### src/rtl/wash_cycle_ctrl.sv
// Washing-machine cycle sequencer: IDLE -> FILL -> WASH -> RINSE [-> WASH -> RINSE] -> SPIN.
// Optional second wash pass is compiled in with `define WASH_DOUBLE_PASS_EN.
module wash_cycle_ctrl #(
   parameter int STATE_W = 3
) (
   input  logic               clk,
   input  logic               reset_n,
   input  logic               start,
   input  logic               pause,
   input  logic               cancel,
   input  logic               door_closed,
   input  logic               double_wash,
   input  logic               done1u,
   input  logic               done2u,
   input  logic               done5u,
   output logic               timer_rst_n,
   output logic               timer_stop,
   output logic               water_valve,
   output logic               motor_on,
   output logic               motor_spin,
   output logic               door_lock,
   output logic               wash_done,
   output logic [STATE_W-1:0] state
);

   typedef enum logic [2:0] {
      S_IDLE  = 3'd0,
      S_FILL  = 3'd1,
      S_WASH  = 3'd2,
      S_RINSE = 3'd3,
      S_SPIN  = 3'd4
   } state_t;

   state_t state_q, state_d;
   logic   second_pass_q;
   logic   paused_q, paused_d;
   logic   timer_rst_n_q, timer_rst_n_d;
   logic   timer_stop_q, timer_stop_d;
   logic   wash_done_q, wash_done_d;
   logic   strobe_ok;

   always_comb begin
      state_d   = state_q;
      // Strobes are stale during the restart cycle and frozen-valid while paused.
      strobe_ok = timer_rst_n_q & ~paused_q;
      case (state_q)
         S_IDLE: begin
            if (start && door_closed) state_d = S_FILL;
         end
         S_FILL: begin
            if (cancel && !paused_q)        state_d = S_SPIN;
            else if (strobe_ok && done1u)   state_d = S_WASH;
         end
         S_WASH: begin
            if (cancel && !paused_q)        state_d = S_SPIN;
            else if (strobe_ok && done5u)   state_d = S_RINSE;
         end
         S_RINSE: begin
            if (cancel && !paused_q)        state_d = S_SPIN;
            else if (strobe_ok && done2u)   state_d = second_pass_q ? S_WASH : S_SPIN;
         end
         S_SPIN: begin
            if (strobe_ok && done1u)        state_d = S_IDLE;
         end
         default: state_d = S_IDLE;
      endcase

      paused_d      = (state_d != S_IDLE) & (pause | ~door_closed);
      timer_stop_d  = (state_d == S_IDLE) | paused_d;
      timer_rst_n_d = (state_d == state_q) & (state_d != S_IDLE);
      wash_done_d   = (state_q == S_SPIN) & (state_d == S_IDLE);
   end

   always_ff @(posedge clk) begin
      if (!reset_n) begin
         state_q       <= S_IDLE;
         paused_q      <= 1'b0;
         timer_rst_n_q <= 1'b0;
         timer_stop_q  <= 1'b1;
         wash_done_q   <= 1'b0;
      end else begin
         state_q       <= state_d;
         paused_q      <= paused_d;
         timer_rst_n_q <= timer_rst_n_d;
         timer_stop_q  <= timer_stop_d;
         wash_done_q   <= wash_done_d;
      end
   end

`ifdef WASH_DOUBLE_PASS_EN
   logic second_pass_d;

   always_comb begin
      second_pass_d = second_pass_q;
      if (state_q == S_IDLE)
         second_pass_d = start & door_closed & double_wash;
      else if ((state_q == S_RINSE) && (state_d == S_WASH))
         second_pass_d = 1'b0;
   end

   always_ff @(posedge clk) begin
      if (!reset_n) second_pass_q <= 1'b0;
      else          second_pass_q <= second_pass_d;
   end
`else
   assign second_pass_q = 1'b0 & double_wash;
`endif

   assign timer_rst_n = timer_rst_n_q;
   assign timer_stop  = timer_stop_q;
   assign wash_done   = wash_done_q;
   assign water_valve = ((state_q == S_FILL) | (state_q == S_RINSE)) & ~paused_q;
   assign motor_on    = ((state_q == S_WASH) | (state_q == S_RINSE) | (state_q == S_SPIN)) & ~paused_q;
   assign motor_spin  = (state_q == S_SPIN) & ~paused_q;
   assign door_lock   = (state_q != S_IDLE);
   assign state       = STATE_W'(state_q);

endmodule
### config.mk
export PLATFORM = sky130hd
export DESIGN_NAME = wash_cycle_ctrl
export DESIGN_NICKNAME = d
export VERILOG_FILES = /design/src/rtl/wash_cycle_ctrl.sv
export SDC_FILE = /design/constraint.sdc
export NUM_CORES = 1
export LEC_CHECK = 0
export ABC_AREA = 0
export CAP_MARGIN = 20
export CORE_MARGIN = 3
export CORE_UTILIZATION = 33
export DETAILED_ROUTE_END_ITERATION = 10
export GPL_TIMING_DRIVEN = 0
export PLACE_DENSITY = 0.71
export SLEW_MARGIN = 20
export SYNTH_ARGS = -nofsm -noshare
export SYNTH_HDL_FRONTEND = slang
export SYNTH_SLANG_ARGS = --single-unit
### constraint.sdc
create_clock -name clk -period 2.16 [get_ports clk]
set_input_delay 0.324 -clock clk [delete_from_list [all_inputs] [get_ports clk]]
set_output_delay 0.324 -clock clk [all_outputs]
set_load 0.02 [all_outputs]
After elaboration in Yosys (flattened, before gate mapping)
Cells that the tools add are included.
{"block": "op_classes", "addsub": 0, "multipliers": 0, "n_div": 0, "magnitude_cmp": 0, "n_eq_ne": 5, "shift": 0, "n_mux": 9, "n_bitwise": 14, "reduce_logical": 10}
{"cell": "3-bit 2-to-1 mux", "n": 8}
{"cell": "3-bit case mux with 5 select lines", "n": 1}
{"cell": "1-bit AND", "n": 7}
{"cell": "3-bit by 2-bit == test with 1-bit output, second input constant", "n": 2}
{"cell": "3-bit zero test", "n": 2}
{"cell": "3-bit nonzero test", "n": 2}
{"cell": "1-bit logical AND", "n": 5}
{"cell": "1-bit OR", "n": 5}
{"cell": "3-bit by 1-bit == test with 1-bit output, second input constant", "n": 1}
{"cell": "3-bit == test", "n": 1}
{"cell": "3-bit == test, second input constant", "n": 1}
{"cell": "1-bit NOT", "n": 2}
{"cell": "1-bit zero test", "n": 1}
{"block": "totals", "regBits": 7, "latchBits": 0, "ram_bits": 0, "romBits": 0, "inputBits": 10, "out_inout_bits": 10, "word_cells": 43, "mem_count": 0}

Logic depth before layout (Yosys ltp)
Gate-level depths: netlist of the first run.
{"block": "depth", "word_depth": 9, "depth_mapped": 5}

Least setup slack after synthesis of the first run
Ideal clock, no wire load.
{"block": "synth_path", "path_type": "register to register", "startpoint": "reg timer_rst_n_q, in the netlist timer_rst_n", "endpoint": "reg timer_stop_q, in the netlist timer_stop", "arrival_ps": 1488, "path_slack_ps": 547, "path_stages_with_launch": 5, "synth_period_minus_slack_ps": 1613, "path_cell_list": "dfxtp_1 -> and4bb_1 -> a22oi_2 -> o41a_1 -> a2111o_1"}
{"block": "synth_via", "elab_chain_len": 8, "word_cells_on_any_way": 16}
{"item": "from (decl)", "line_no": "37", "source": "logic timer_rst_n_q, timer_rst_n_d;"}
{"item": "from (signal assigned)", "line_no": "84", "source": "timer_rst_n_q <= timer_rst_n_d;"}
{"item": "1-bit AND (*)", "line_no": "45", "source": "strobe_ok = timer_rst_n_q & ~paused_q;"}
{"item": "1-bit logical AND (on tied branches)"}
{"item": "3-bit 2-to-1 mux (on tied branches)", "line_no": "60, 52, 56"}
{"item": "3-bit 2-to-1 mux (on tied branches)", "line_no": "59, 51, 55"}
{"item": "3-bit case mux with 5 select lines (*)", "line_no": "46", "source": "case (state_q)"}
{"item": "3-bit nonzero test", "line_no": "68", "source": "paused_d = (state_d != S_IDLE) & (pause | ~door_closed);"}
{"item": "1-bit AND", "line_no": "68"}
{"item": "1-bit OR (*)", "line_no": "69", "source": "timer_stop_d = (state_d == S_IDLE) | paused_d;"}
{"item": "to (signal assigned)", "line_no": "85", "source": "timer_stop_q <= timer_stop_d;"}
{"item": "to (decl)", "line_no": "38", "source": "logic timer_stop_q, timer_stop_d;"}
Every way passes the cells marked *; elsewhere a longest branch is shown, timed or not.
A chain may end at the register's enable or synchronous reset.

Worst setup path after layout of the first run
{"block": "layout_path", "startpoint": "reg state_q[2], in the netlist state[2]", "endpoint": "out water_valve"}
{"block": "layout_via", "elab_chain_len": 3, "word_cells_on_any_way": 4}
{"item": "from (decl)", "line_no": "34", "source": "state_t state_q, state_d;"}
{"item": "from (signal assigned)", "line_no": "82", "source": "state_q <= state_d;"}
{"item": "3-bit by 1-bit == test with 1-bit output / 3-bit by 2-bit == test with 1-bit output (equally long branches)", "line_no": "112", "source": "assign water_valve = ((state_q == S_FILL) | (state_q == S_RINSE)) & ~paused_q;"}
{"item": "1-bit OR (*)", "line_no": "112"}
{"item": "1-bit AND (*)", "line_no": "112"}
{"item": "to (decl)", "line_no": "18", "source": "output logic water_valve,"}
Marks and branches as above.

==> results.txt, run 1 <==
status = completed
largest family of logic cells by synthesized area = simple AND/OR/NAND/NOR gates
worst path required time = 1840 ps
Yosys cell types = 30
row count = 13
Clock transition at path regs = 50 ps
CORE AREA = 1330 um2
top achievable clock speed = 499 MHz
fillcell total = 138
Die Y = 44.1 um
RSZ-0062 raised after global routing = false
synthesized area = 479 um2
# IOs = 20
Final ANT Viol Nets = 0
clk_lat worst skew = 250 ps
Max-Cap Viols = 0
final-report hold violation count = 0
DPL Wire Length = 955 um
final setup margin = 157 ps
register bit count reported by yosys = 7
gr ovfl total = 0
# diodes = 0
number of I/O port buffers = 18
sequential cell area fraction in the yosys report = 29.2%
crit path launch type = flop
largest net degree at the start of global routing = 11
total track usage = 13.3%
setup TNS = 0 ps
drc violations = 0
PwrDens = 494 nW/um2
Final setup viols = 0
CP Capture Type = output pin
biggest area consumer among synthesized cells = dfxtp_1
critical path fanouts, max = 10
Final Cycle Share = 92.7%
fin nets = 90
Yosys Warn Count = 0
crit path cell chain = buf_4 > nor2_1 > and2_1 > clkdlybuf4s50_1
crit-path leading delay family = buffers and inverters
share of cells above drive strength 1 = 13.9%
critical path class = reg -> out
setup bufs post-CTS = 0
antenna violations before repair = 0
fin area = 709 um2
VDD IR max = 0.248 mV
CP max stage delay = 610 ps
complex-gate fraction of the synthesized area = 25.6%
die area = 1950 um2
skew final = 2.46 ps
DRT iter0 DRCs = 15
global-route wire length before repair = 1860 um
WL/cell = 13.1 um
GPL Wtd Cong = 0.699
Post-Synth Adder-Cell Area = 0%
cts hold-fix bufs = 0
Post-Place Setup Slack = 196 ps
Simple-Gate Fraction of Synth Area = 32.1%
synthesized instance count = 57
Starting Density = 35.9%
CTS tree = done
clk buf depth = 2
wirelength, routed = 1230 um
post-synthesis mux area share = 2.09%
Area Growth Syn to Fin = 48.0%
CTS Sinks = 7
Pins Over Slew Limit = 0
Placed Area = 678 um2
H-tree levels = 1
clock buffer count from CTS = 3
CP bufs+invs = 2
top cells by area, synth = dfxtp_1 29%, nand4b_1 5.5%, buf_6 4.7%
Avg Cell Area, Syn = 8.41 um2
vias per cell = 5.69
Synth top area share = 29.2%
CP max-delay cell = clkdlybuf4s50_1
vias in the first global route = 425
xor/xnor share of the synthesized area = 0%
min Tclk post-route = 2000 ps
Slew headroom = 60.8%
Worst Hold Class = reg -> reg
DRT Pass-1 Iters = 4
via count = 535
LEAKAGE = 0.000287 uW
Worst-Margin Slew = 580 ps
CTS root buf = clkbuf_4
Crit path arrival time = 1680 ps
syn_nets = 67
die width = 44.1 um
layer usage:
metal | vias up | track usage [%] | wire length (um)
met5 | - | 0 | 0
met4 | 0 | 10.8 | 34
met3 | 4 | 3.66 | 112
met2 | 27 | 18.9 | 558
met1 | 246 | 16.6 | 528
li1 | 258 | - | -
synth_stat cells:
master     instances
dfxtp_1            7
nor2_1             6
inv_1              4
nand2_1            4
a21oi_1            3
nand4b_1           3
o21ai_0            3
buf_4              2
buf_6              2
nand2b_1           2
nor4_1             2
a2111o_1           1
a211oi_1           1
a22oi_1            1
a22oi_2            1
a31oi_1            1
and2_1             1
and2b_4            1
and3b_2            1
and4bb_1           1
mux2i_1            1
nand4_1            1
nor3_1             1
nor4b_1            1
o21a_1             1
o2bb2ai_1          1
o311ai_0           1
o32a_2             1
o41a_1             1
or3_1              1
worst register-to-register path, stage by stage (launching register included):
cell and delay [ps]:
dfxtp_1 450, and4bb_1 240, a22oi_2 60, o41a_1 360, a2111o_1 370
what timing repair did:
item	in CTS	in global routing
endpoints found under the setup margin	0	2
endpoints found under the hold margin	0	0
gates resized for setup	0	2
cell usage in the layout (no fill, tap or decap), types with 3 or more instances in the layout:
master,instances
nor2_1,6
a21oi_1,3
clkbuf_4,3
nand4b_1,3
clkdlybuf4s50_1,16
o21ai_0,3
nand2_1,4
inv_1,4
dfxtp_1,7
power by group:
| group | total (uW) | internal (uW) | leakage [uW] | switching, uW |
|---|---|---|---|---|
| combinational | 94.2 | 49.3 | 0.000215 | 44.8 |
| clock | 119 | 70.5 | 0.0000150 | 48.1 |
| sequential | 138 | 134 | 0.0000569 | 3.68 |
| total | 351 | 254 | 0.000287 | 96.6 |
cell families after synthesis:
| logic type | after synthesis |
|---|---|
| AO/OA/AOI/OAI | 16 |
| multiplexers | 1 |
| AND/OR/NAND/NOR | 25 |
| flip-flops | 7 |
| buffers and inverters | 8 |
registers in the layout, summed over array words and instances, names as in the netlist:
name         flops
timer_rst_n      1
wash_done        1
paused_q         1
timer_stop       1
state            3
cell type report:
class / instances / area (um2) / area share (%)
Clock buffer: 4 / 26.3 / 3.70
Sequential cell: 7 / 140 / 19.8
Buffer: 4 / 37.5 / 5.29
Tap cell: 15 / 18.8 / 2.65
Multi-Input combinational cell: 42 / 287 / 40.4
Timing Repair Buffer: 18 / 185 / 26.1
Inverter: 4 / 15.0 / 2.12
metrics by stage:
step / util, % / hold slack (ps) / total power [uW] / std cells
global route: 53.2 / 672 / 375 / 94
detailed placement: 50.8 / 623 / 235 / 90
global placement: 50.8 / 627 / 234 / 90
CTS: 52.8 / 634 / 361 / 94
finish: 53.2 / 627 / 351 / 94
floorplan: - / 423 / 193 / 57
path summary, 6_finish.rpt:
kind	from	end	slack, ps	cells past startpoint
worst min register to register	state[2]	state[1]	630	2
worst min-delay path	state[2]	state[1]	630	2
worst max register to register	timer_rst_n	timer_stop	560	4
worst max-delay path	state[2]	water_valve	160	4
Note: power is estimated with default switching activity, not from simulation.
==> run 2: changes to the inputs <==
Settings changed: HOLD_SLACK_MARGIN set to 0.15, PLACE_DENSITY 0.71 to 0.74.
Clock period 2.16 ns to 1.8 ns, I/O delays scaled along.
==> run 2 against run 1 <==
  * Sequential cell count stayed put
  * Combinational power up 16%
  * Sequential share of layout area up 0.50 points
  * Critical path depth decreased by 1
  * Routed wire length down 5.0%
  * Highest routed layer unchanged
  * Non-clock buffer count unchanged
  * Final cell count unchanged
  * Global-route usage about the same
  * Die area unchanged
  * Sequential power rose by 20%
  * Worst hold slack worse by 15 ps
==> results.txt, run 2 (synthesized netlist as in run 1, its figures left out) <==
status = completed
DRT iter0 DRCs = 5 (-10)
antenna violations before repair = 0 (unchanged)
wirelength, routed = 1170 um (-5.0%)
PwrDens = 603 nW/um2 (+22%)
fillcell total = 132 (-4.3%)
crit path cell chain = buf_4 > or3_1 > dlygate4sd2_1
CP bufs+invs = 2 (unchanged)
total track usage = 13.3% (about the same)
critical path class = reg -> out
max FFs per register = 3 (unchanged)
H-tree levels = 1 (unchanged)
crit-path leading delay family = buffers and inverters
CP max stage delay = 350 ps (-260 ps)
cts hold-fix bufs = 0 (unchanged)
Worst-Margin Slew = 473 ps (-107 ps)
clk buf depth = 2 (unchanged)
Final ANT Viol Nets = 0 (unchanged)
setup TNS = 0 ps (unchanged)
clock buffer count from CTS = 3 (unchanged)
share of cells above drive strength 1 = 16.5% (+2.5 points)
Core Util, Final = 51.9% (-1.3 points)
setup bufs post-CTS = 0 (unchanged)
DPL Wire Length = 904 um (-5.3%)
Crit path arrival time = 1400 ps (-280 ps)
die width = 44.1 um (unchanged)
register area = 140 um2 (unchanged)
via count = 520 (-2.8%)
Clock transition at path regs = 50 ps (about the same)
clk_lat worst skew = 250 ps (about the same)
GPL Wtd Cong = 0.692 (-0.93%)
Area Growth Syn to Fin = 44.4%
vias per cell = 5.53 (-2.8%)
crit path launch type = flop
Slew headroom = 68.0% (+7.2 points)
most frequent cells in the layout = 14 x clkdlybuf4s50_1, 7 x dfxtp_1, 6 x nor2_1, 4 x nand2_1, 4 x inv_1
WL/cell = 12.5 um (-5.0%)
LEAKAGE = 0.000261 uW (-9.1%)
global-route wire length before repair = 1920 um (+3.3%)
drc violations = 0 (unchanged)
CORE AREA = 1330 um2 (unchanged)
Max-Cap Viols = 0 (unchanged)
skew final = 0.669 ps (-1.80 ps)
Worst Hold Class = in -> reg
CTS Sinks = 7 (unchanged)
CTS root buf = clkbuf_4
die area = 1950 um2 (unchanged)
Die Y = 44.1 um (unchanged)
largest net degree at the start of global routing = 11 (unchanged)
Final setup viols = 0 (unchanged)
CP max-delay cell = or3_1
number of I/O port buffers = 18 (unchanged)
# diodes = 0 (unchanged)
Pins Over Slew Limit = 0 (unchanged)
worst path required time = 1530 ps (-310 ps)
vias in the first global route = 432 (+1.6%)
Placed Area = 678 um2 (unchanged)
gr ovfl total = 0 (unchanged)
VDD IR max = 0.285 mV (+15%)
fin area = 692 um2 (-2.5%)
critical path fanouts, max = 10 (unchanged)
# IOs = 20 (unchanged)
CP Capture Type = output pin
DRT Pass-1 Iters = 4 (unchanged)
Multi-input gate area = 287 um2 (unchanged)
row count = 13 (unchanged)
Final Cycle Share = 93.0%
most common cell after layout, fill and taps aside = clkdlybuf4s50_1
CTS tree = done
RSZ-0062 raised after global routing = false
top achievable clock speed = 597 MHz
Starting Density = 35.9% (unchanged)
fin nets = 90 (unchanged)
final-report hold violation count = 0 (unchanged)
min Tclk post-route = 1670 ps
-- run 2: cell count changes in the layout (fill, tap and decap cells not counted), sizes merged --
cell and delta:
clkbuf +2, clkdlybuf4s50 -2, dlymetal6s2s -2, dlygate4sd2 +2
-- run 2: layer usage --
| metal | wire length, um | up-vias | global-route usage [%] |
|---|---|---|---|
| met3 | 82 | 5 | 2.85 |
| met1 | 561 | 236 | 18.6 |
| met5 | 0 | - | 0 |
| li1 | - | 258 | - |
| met2 | 493 | 21 | 18.0 |
| met4 | 33 | 0 | 9.04 |
-- run 2: cell type report --
| class | instances | share of cell area (%) |
|---|---|---|
| sequential | 7 | 20.3 |
| tap | 15 | 2.71 |
| inverter | 4 | 2.17 |
| multi-input combinational | 42 | 41.4 |
| timing repair buffer | 18 | 24.2 |
| clock buffer | 4 | 3.80 |
| buffer | 4 | 5.42 |
-- run 2: report_power, final --
| part | internal (uW) | switching [uW] |
|---|---|---|
| logic | 55.1 | 54.0 |
| clock network | 84.6 | 57.9 |
| registers | 161 | 4.44 |
| total | 301 | 116 |
-- run 2: worst paths after layout --
kind | cells after the start | slack [ps] | startpoint | end
worst min register to register | 2 | 620 | state[2] | state[1]
worst max-delay path | 3 | 130 | state[2] | door_lock
worst min-delay path | 2 | 610 | pause | timer_stop
worst max register to register | 5 | 210 | paused_q | timer_stop
-- run 2: timing repair --
item | CTS | global route
pin swaps | 0 | 0
hold endpoints to repair | 0 | 0
gates resized for setup | 4 | 4
endpoints found under the setup margin | 4 | 2
-- run 2: per-stage QoR --
stage               cells  total power [uW]  hold slack [ps]  setup WS (ps)
floorplan              57               232              369            187
global placement       90               281              625           -115
detailed placement     90               282              623           -110
CTS                    94               424              608           27.6
global route           94               445              632           40.6
finish                 94               417              612            126
-- run 2: worst register-to-register path, cell delays in order (launching register included) --
cell and delay (ps):
dfxtp_1 310, buf_6 130, and4bb_1 260, a22oi_2 60, o41a_1 350, a2111o_1 370
==> run 3: changes to the inputs <==
Settings changed: ABC_AREA 0 to 1, PLACE_DENSITY 0.74 to 0.72.
==> run 3 against run 2 <==
  * Utilization fell by 1.5 points
  * Routed wire length rose by 0.34%
  * Via count rose by 4.6%
  * Synthesized cell count rose by 39%
  * Non-clock buffer count fell by 1
  * Critical path depth rose by 2
  * Worst setup slack improved by 21 ps
  * Largest power group unchanged
  * Sequential cell count did not move
  * Critical path type unchanged
==> results.txt, run 3 <==
vias per cell = 4.65 (-16%)
antenna violations before repair = 0 (unchanged)
CORE AREA = 1520 um2 (+14%)
largest family of logic cells by synthesized area = simple AND/OR/NAND/NOR gates
sw frac = 31.0% (+3.1 points)
top-count cell post-synth = nand2_1
die width = 46.7 um (+5.8%)
final-report hold violation count = 0 (unchanged)
most frequent cells in the layout = 19 x nand2_1, 14 x clkdlybuf4s50_1, 9 x nor2_1, 7 x dfxtp_1, 6 x nand3_1
skew final = 2.40 ps (+1.74 ps)
fillcell total = 154 (+17%)
share of cells above drive strength 1 = 28.7% (+12 points)
Die Y = 46.7 um (+5.8%)
Placed Cells = 113 (+26%)
min Tclk post-route = 1650 ps (-21.3 ps)
Starting Density = 35.8% (-0.13 points)
complex-gate fraction of the synthesized area = 4.59% (-21 points)
largest net degree at the start of global routing = 11 (unchanged)
row count = 14 (+1)
top cells by area, synth = dfxtp_1 26%, nand2_1 13%, nand3_2 7.3%
drc violations = 0 (unchanged)
syn_nets = 89 (+33%)
biggest area consumer among synthesized cells = dfxtp_1
critical path class = reg -> out
Final Cycle Share = 91.8% (-1.2 points)
Crit path arrival time = 1380 ps (-20 ps)
Worst Hold Class = in -> reg
CTS tree = done
Yosys Warn Count = 0 (unchanged)
H-tree levels = 1 (unchanged)
VDD IR max = 0.422 mV (+48%)
CP max-delay cell = dlygate4sd2_1
GPL Wtd Cong = 0.834 (+21%)
Area Growth Syn to Fin = 40.6%
Clock transition at path regs = 60 ps (about the same)
via count = 544 (+4.6%)
Post-Synth Adder-Cell Area = 0% (unchanged)
sequential share of power = 38.9% (-0.8 points)
# IOs = 20 (unchanged)
DRT Pass-1 Iters = 3 (-1)
wirelength, routed = 1180 um (+0.34%)
setup TNS = 0 ps (unchanged)
DRT iter0 DRCs = 3 (-2)
most common cell after layout, fill and taps aside = nand2_1
Simple-Gate Fraction of Synth Area = 56.9% (+25 points)
PwrDens = 559 nW/um2 (-7.2%)
Final ANT Viol Nets = 0 (unchanged)
setup bufs post-CTS = 0 (unchanged)
FFs w/ async S/R, synth = 0% (unchanged)
crit-path leading delay family = buffers and inverters
CTS root buf = clkbuf_4
total track usage = 13.0% (-0.37 points)
DPL Wire Length = 946 um (+4.6%)
synthesized area = 546 um2 (+14%)
Comb power frac = 26.4% (+0.2 points)
RSZ-0062 raised after global routing = false
register bit count reported by yosys = 7 (unchanged)
Commonest cells post-synth = 19 x nand2_1, 9 x nor2_1, 7 x dfxtp_1
P_int = 296 uW (-1.6%)
worst path required time = 1530 ps (about the same)
synthesized instance count = 79 (+39%)
max FFs per register = 3 (unchanged)
top achievable clock speed = 605 MHz (+1.3%)
Final setup viols = 0 (unchanged)
gr ovfl total = 0 (unchanged)
cts hold-fix bufs = 0 (unchanged)
post-synthesis mux area share = 0% (-2.1 points)
sequential cell area fraction in the yosys report = 25.7% (-3.6 points)
Slew headroom = 85.2% (+17 points)
clk buf depth = 2 (unchanged)
top_reg_cell synth = dfxtp_1
Clk network pwr share = 34.7% (+0.5 points)
# diodes = 0 (unchanged)
clock buffer count from CTS = 3 (unchanged)
Avg Cell Area, Syn = 6.91 um2 (-18%)
CTS Sinks = 7 (unchanged)
Pins Over Slew Limit = 0 (unchanged)
non-filler instance count after layout = 117 (+24%)
CP bufs+invs = 2 (unchanged)
clk_lat worst skew = 260 ps (about the same)
switching power of the nets = 133 uW (+14%)
CP max stage delay = 360 ps (about the same)
WL/cell = 10.0 um (-19%)
status = completed
crit path cell chain = buf_6 > nor2_4 > nor2_1 > nor3_1 > dlygate4sd2_1
Worst-Margin Slew = 220 ps (-253 ps)
Post-synth EDFFs = 0 (unchanged)
Yosys cell types = 20 (-33%)
Synth top area share = 25.7% (-3.6 points)
global-route wire length before repair = 1960 um (+2.1%)
LEAKAGE = 0.000366 uW (+40%)
number of I/O port buffers = 18 (unchanged)
vias in the first global route = 478 (+11%)
CP Capture Type = output pin
die area = 2180 um2 (+12%)
xor/xnor share of the synthesized area = 0% (unchanged)
fin nets = 112 (+24%)
crit path launch type = flop
critical path fanouts, max = 10 (unchanged)
Max-Cap Viols = 0 (unchanged)
[run 3: logic make-up after synthesis]
kind of cell    count (synthesis)
simple gates                   56
flops                           7
buf+inv                        12
compound gates                  4
[run 3: final timing paths]
check / start / endpoint / slack (ps) / cells after the start
max: state[1] / motor_on / 150 / 5
min: reset_n / timer_stop / 630 / 2
max reg2reg: state[0] / timer_rst_n / 510 / 8
min reg2reg: state[0] / wash_done / 680 / 4
[run 3: worst reg2reg max path, stage by stage (launching register included)]
cell	delay, ps
dfxtp_1	330
buf_6	160
inv_2	90
nand3_1	100
nand3_2	90
a21oi_2	190
nand2_2	100
nand2_1	90
nor2_2	40
[run 3: power groups by stage]
stage	combinational, uW	clock [uW]	sequential [uW]
after global placement	116	0	170
final	113	149	167
after detailed placement	117	0	170
after CTS	114	157	167
after global routing	124	166	168
after floorplan	64.6	0	175
[run 3: through the flow]
step                instance area (um2)  utilization (%)  hold slack, ps  setup WS (ps)  total power [uW]
global route                        767             50.3             645           11.0               458
detailed placement                  746             48.9             676            119               287
finish                              767             50.3             629            147               429
floorplan                           546                -             354            178               240
CTS                                 767             50.3             631            115               438
global placement                    746             48.9             683           90.9               286
[run 3: cell type report]
| type | instances | area [um2] | share of cell area [%] |
|---|---|---|---|
| Multi-Input combinational cell | 60 | 335 | 43.7 |
| Timing Repair Buffer | 18 | 175 | 22.8 |
| Sequential cell | 7 | 140 | 18.3 |
| Inverter | 9 | 36.3 | 4.73 |
| Buffer | 3 | 33.8 | 4.40 |
| Clock buffer | 4 | 26.3 | 3.43 |
| Tap cell | 16 | 20.0 | 2.61 |
[run 3: what timing repair did]
action                     4_1_cts  5_1_grt
resized for setup                4        2
setup endpoints to repair        4        1
pin swaps                        0        0
[run 3: layer usage]
metal | part of all wire (%) | GRT usage [%] | up-vias
met5 | 0 | 0 | -
met4 | 1.5 | 4.97 | 0
met3 | 4.7 | 5.08 | 4
met2 | 49 | 21.4 | 15
met1 | 45 | 14.9 | 224
li1 | - | - | 301
